`config.mk`:
```
export PLATFORM = sky130hd
export DESIGN_NAME = shift_add_multiplier
export DESIGN_NICKNAME = d
export VERILOG_FILES = /design/src/rtl/shift_add_multiplier.sv
export SDC_FILE = /design/constraint.sdc
export NUM_CORES = 1
export LEC_CHECK = 0
export CAP_MARGIN = 10
export CELL_PAD_IN_SITES_DETAIL_PLACEMENT = 0
export CELL_PAD_IN_SITES_GLOBAL_PLACEMENT = 2
export CORE_ASPECT_RATIO = 1.25
export CORE_MARGIN = 1
export CORE_UTILIZATION = 34
export DETAILED_ROUTE_END_ITERATION = 8
export PLACE_DENSITY = 0.81
export SLEW_MARGIN = 10
export SYNTH_ARGS = -nofsm -noshare
export SYNTH_HDL_FRONTEND = slang
export SYNTH_SLANG_ARGS = --single-unit
```
`constraint.sdc`:
```
create_clock -name clock -period 7.3 [get_ports clock]
set_input_delay 1.825 -clock clock [delete_from_list [all_inputs] [get_ports clock]]
set_output_delay 1.825 -clock clock [all_outputs]
set_load 0.005 [all_outputs]
```
`src/rtl/shift_add_multiplier.sv`:
```
// Sequential unsigned shift-and-add multiplier.
// Loads a/b on start, then retires one multiplier bit per clock. After WIDTH
// iterations it publishes the 2*WIDTH-bit product on hi/lo. hi/lo hold the
// previous product for the whole computation, so they never show a partial value.
module shift_add_multiplier #(
    parameter int WIDTH = 32
) (
    input  logic             clock,
    input  logic             reset,
    input  logic             start,
    input  logic [WIDTH-1:0] a,
    input  logic [WIDTH-1:0] b,
    output logic             busy,
    output logic             done,
    output logic [WIDTH-1:0] hi,
    output logic [WIDTH-1:0] lo
);

    // The count must reach WIDTH-1 without wrapping.
    localparam int CW = $clog2(WIDTH) + 1;
    localparam logic [CW-1:0] LAST = CW'(WIDTH - 1);

    typedef enum logic {
        IDLE,
        RUN
    } state_t;

    state_t             state_reg;
    logic [WIDTH-1:0]   mcand_reg;
    logic [2*WIDTH-1:0] acc_reg;
    logic [CW-1:0]      count_reg;

    logic [WIDTH:0]     sum_next;
    logic [2*WIDTH-1:0] acc_next;

    // One iteration: add the multiplicand into the upper half when the current
    // multiplier bit is set. Shift the carry into the accumulator so the
    // product stays exact.
    always_comb begin
        sum_next = {1'b0, acc_reg[2*WIDTH-1:WIDTH]}
                 + (acc_reg[0] ? {1'b0, mcand_reg} : {(WIDTH+1){1'b0}});
        acc_next = {sum_next, acc_reg[WIDTH-1:1]};
    end

    // Control FSM and datapath registers. start takes priority in every state.
    always_ff @(posedge clock or posedge reset) begin
        if (reset) begin
            state_reg <= IDLE;
            mcand_reg <= '0;
            acc_reg   <= '0;
            count_reg <= '0;
            busy      <= 1'b0;
            done      <= 1'b0;
            hi        <= '0;
            lo        <= '0;
        end else if (start) begin
            state_reg <= RUN;
            mcand_reg <= a;
            acc_reg   <= {{WIDTH{1'b0}}, b};
            count_reg <= '0;
            busy      <= 1'b1;
            done      <= 1'b0;
        end else if (state_reg == RUN) begin
            acc_reg   <= acc_next;
            count_reg <= count_reg + 1'b1;
            if (count_reg == LAST) begin
                hi        <= acc_next[2*WIDTH-1:WIDTH];
                lo        <= acc_next[WIDTH-1:0];
                busy      <= 1'b0;
                done      <= 1'b1;
                state_reg <= IDLE;
            end
        end
    end

endmodule

```
## After elaboration in Yosys (flattened, before gate mapping)

Index checks and enable logic that the tools add are counted.

- Add/sub/neg operators: 2
- Equality and inequality tests: 1
- Mux-type cells: 14
- Bitwise operators: 1
- Reductions and logical operators: 4

Operators with widths:

| kind | count |
|---|---|
| $mux W64 | 2 |
| $add A32 B32 Y33 | 1 |
| $mux W32 | 1 |
| $mux W6 | 2 |
| $mux W1 | 9 |
| $add A6 B1 Y6 const B | 1 |
| $eq A6 B5 Y1 const B | 1 |
| $reduce_bool A2 Y1 | 2 |
| $reduce_and A3 Y1 | 1 |
| $reduce_and A2 Y1 | 1 |
| $not A1 Y1 | 1 |

- Bits in registers: 169
- Bits of input ports: 67
- Output and inout bits: 66

## Depth between registers and ports, before layout

- Depth after elaboration: 4
- Mapped depth: 11
- Gate-level depth less buffers: 11

## Worst setup path after synthesis

OpenSTA, ideal clock, no wires.

- Path kind: input port to flip-flop
- From: input start
- To: register lo[10]
- Library setup time: 0.117 ns
- Arrival time: 3.039 ns
- Data required time: 7.183 ns
- Slack: 4.144 ns
- Stages: 8
- Path buffers: 4
- Path through: nand2b_1 -> buf_2 -> or3_1 -> clkbuf_1 -> clkbuf_1 -> buf_2 -> nand2_1 -> nand2_1

- Cells in the longest elaborated chain, start to end: 2

Ends and longest elaborated chain:

| what | line | RTL |
|---|---|---|
| from (decl) | 10 | `input logic start,` |
| $not A1 Y1 (no source line) | n/a |  |
| $reduce_and A3 Y1 (no source line) | n/a |  |
| to (signal assigned) | 68 | `lo <= acc_next[WIDTH-1:0];` |
| to (decl) | 16 | `output logic [WIDTH-1:0] lo` |

Every way passes these cells.
A chain may end at the register's enable or synchronous reset.

## Worst setup path after layout

- From: input start
- To: register hi[30]

- Cells in the longest elaborated chain, start to end: 2

Ends and longest elaborated chain:

| what | line | RTL |
|---|---|---|
| $not A1 Y1 (no source line) | n/a |  |
| $reduce_and A3 Y1 (no source line) | n/a |  |
| to (signal assigned) | 67 | `hi <= acc_next[2*WIDTH-1:WIDTH];` |
| to (decl) | 15 | `output logic [WIDTH-1:0] hi,` |

Every way passes these cells.

==> qor.csv <==
stage;metric;value;unit
pwr;power.leakage;0.00528;uW
cells_and_area;drive_above_1_share;0.108;
routing;drc_errors;0;
die;num_rows;65;
min_path;hold_path.class;flop to flop;
clocking;cts_buffer_depth;2;
placement;hpwl;15000;um
sta;fin_tns_setup;0;ns
setup_path;worstSetupEndpointType;flop;
clocking;cts_tree;done;
synth;yosysWarningCount;0;
sta;fin_skew;0.0123;ns
setup_path;r2r_start;acc_reg[0]$_DFFE_PP0P_;
setup_path;required;7.60;ns
die;die_h;181;um
routing;via_per_inst;4.93;
pwr;p_sw;698;uW
synth;synth_cells;887;
setup_path;worstPathCellList;buf_4 > nand2b_1 > or3_2 > buf_4 > nor3_1 > a21oi_1 > o311ai_1;
setup_path;crit_top_cell;buf_4;
synth;synth_area;8690;sq um
pwr;power.internal;1720;uW
sta;rsz0062_at_grt;false;
sta;setup_ws;3.48;ns
setup_path;cpPeakStageDelay;0.57;ns
setup_path;cp-startpoint;start;
routing;drt-total-wl;21700;um
clocking;clkSinkCount;169;
clocking;htree_levels;4;
pwr;power_density;221;nW/um^2
sta;period_share;0.523;
sta;slew_headroom;0.306;
die;core;25200;sq um
job;max_cap_viol_count;0;
setup_path;critical_path_arrival;4.12;ns
global_routing;grt_pass1_vias;6845;
global_routing;grt_util_all_layers;0.175;
routing;vias;6653;
cells_and_area;diodes;0;
pwr;combPwrFrac;0.173;
synth;synthSimpleGateAreaFrac;0.168;
synth;synth_area_per_cell;9.80;sq um
cells_and_area;nets;1102;
sta;finalHoldViolations;0;
cells_and_area;fillers;2535;
setup_path;crit_buf_inv;2;
min_path;hold_start;lo[27]$_DFFE_PP0P_;
die;ios;133;
synth;async_flop_share;1.00;
synth;synth_seq_cells;169;
pwr;swShare;0.289;
synth;ys_seq_area_frac;0.487;
setup_path;worstPathMaxFanout;56;
synth;synthXorXnorAreaFrac;0.0272;
synth;syn_nets;988;
routing;dr.pass1.iters;6;
global_routing;grt_pass1_wl;36300;um
synth;synthAdderAreaFrac;0.0498;
clocking;clkTransAtPathRegs;0.07;ns
sta;maxSlewViolCount;0;
placement;gp_congestion;0.826;
routing;detail_route.wl_per_cell;16.1;um
placement;dp.cells;1317;
sta;worst_pin_slew;1.04;ns
setup_path;path_delay_family;simple AND/OR/NAND/NOR gates;
die;die_area;26200;sq um
global_routing;antenna_found_initial;0;
global_routing;grt_start_max_net_pins;74;
synth;ys.flop_type;dfrtp_1;
sta;finalSetupViolations;0;
clocking;clkLatencyLatePin;0.44;ns
synth;synth_edf_count;0;
pwr;ir_drop;146;uV
global_routing;grt.overflow.total;0;
synth;synth_cell_types;57;
clocking;numCtsBuffers;17;
clocking;post_cts_buffers;0;
synth;synth_top_family_by_area;simple AND/OR/NAND/NOR gates;
routing;drt-initial-drc-count;294;
status;status;complete, no violations;
setup_path;cp_slowest_cell;or3_2;
placement;io_buffers;132;
cells_and_area;regArea;4230;sq um
pwr;seqPwrFrac;0.433;
routing;antenna_left;0;
setup_path;critical_path_class;primary input to flop;
pwr;clkPwrFrac;0.394;
cells_and_area;largest_register_ffs;64;
clocking;cts-resized-gates;0;
setup_path;startpoint_type;primary input;
clocking;cts_hold_buffers;0;
synth;synth.area.mux_share;0.102;
synth;synth_compound_area_frac;0.139;
die;fp.dieW;145;um
placement;pre_cts_slack;2.98;ns
clocking;root_buffer;clkbuf_16;
cells_and_area;multi_input_area;4240;sq um
cells_and_area;instances_no_fill;1349;
die;start_util;0.345;
cells_and_area;area_delta_synth_final;25.9;%
sta;finalCriticalPeriod;3.82;ns
sta;max_freq;262;MHz
## stage by stage
stage	cell area [sq um]	hold WS, ns	util	total power (uW)
6_report	10900	0.477	0.434	2410
5_1_grt	10900	0.508	0.434	2540
4_1_cts	10900	0.480	0.434	2450
3_5_place_dp	10300	0.464	0.409	1480
2_1_floorplan	8690	0.452	-	1350
3_3_place_gp	10300	0.459	0.409	1480
## worst register-to-register path, cell delays in order (launching register included)
cell,delay [ns]
dfrtp_1,0.59
buf_4,0.34
and2_1,0.18
ha_1,0.32
a21oi_4,0.19
o21ai_2,0.08
a211oi_2,0.23
o31ai_1,0.15
o31ai_1,0.56
o21ai_1,0.18
mux2_2,0.28
## synthesized netlist by cell type, types with 9 or more instances
cell / n / area [sq um]
a21o_1: 10 / 75.1
a21oi_1: 35 / 175
and2_1: 32 / 200
buf_1: 10 / 37.5
buf_2: 9 / 45.0
clkbuf_1: 26 / 97.6
dfrtp_1: 169 / 4230
ha_1: 33 / 413
inv_1: 14 / 52.6
mux2_2: 39 / 439
mux2i_1: 45 / 450
nand2_1: 216 / 811
nand4_1: 12 / 75.1
nor2_1: 37 / 139
o21ai_0: 65 / 325
xnor2_1: 14 / 123
xor2_1: 13 / 114
## power groups by stage
stage,registers [uW],clock network [uW],logic [uW]
4_1_cts,1050,975,423
2_1_floorplan,1050,0,304
5_1_grt,1060,1010,470
6_report,1050,951,416
3_3_place_gp,1060,0,421
3_5_place_dp,1060,0,421
## metal layers
layer | up-vias | global-route usage | wire length [um]
li1 | 3289 | - | -
met1 | 3219 | 0.224 | 10200
met2 | 129 | 0.297 | 10500
met3 | 16 | 0.0381 | 872
met4 | 0 | 0.0489 | 235
met5 | - | 0 | 0
## cells by family (layout without fill, tap and decap cells)
| family | count (synthesis) | after routing |
|---|---|---|
| XOR/XNOR | 27 | 27 |
| buffers and inverters | 59 | 186 |
| multiplexers | 84 | 84 |
| flip-flops | 169 | 169 |
| AND/OR/NAND/NOR | 333 | 333 |
| AO/OA/AOI/OAI | 181 | 181 |
| adder cells (fa/ha/maj) | 34 | 34 |
## layout by cell type, fill, tap and decap left out, types with 14 or more instances in the layout
| cell type | count |
|---|---|
| nand2_1 | 216 |
| dfrtp_1 | 168 |
| clkdlybuf4s50_1 | 131 |
| o21ai_0 | 65 |
| mux2i_1 | 45 |
| mux2_2 | 39 |
| nor2_1 | 37 |
| a21oi_1 | 35 |
| ha_1 | 33 |
| and2_1 | 32 |
| clkbuf_16 | 17 |
| xnor2_1 | 14 |
## area by class of cell
cell class / instances / area share
Clock buffer: 18 / 0.0401
Clock inverter: 14 / 0.0165
Inverter: 14 / 0.00526
Multi-Input combinational cell: 659 / 0.387
Sequential cell: 169 / 0.387
Tap cell: 335 / 0.0383
Timing Repair Buffer: 140 / 0.126
## path summary, 6_finish.rpt
| path | end | depth (start not counted) | slack (ns) |
|---|---|---|---|
| worst max-delay path | hi[30]$_DFFE_PP0P_ | 7 | 3.48 |
| worst min-delay path | lo[27]$_DFFE_PP0P_ | 2 | 0.48 |
| worst max register to register | hi[31]$_DFFE_PP0P_ | 10 | 4.09 |
| worst min register to register | lo[27]$_DFFE_PP0P_ | 2 | 0.48 |
| max in group asynchronous | hi[28]$_DFFE_PP0P_ | 3 | 4.30 |
| min in group asynchronous | acc_reg[27]$_DFFE_PP0P_ | 2 | 1.83 |
Power figures use the tool's default switching activity.
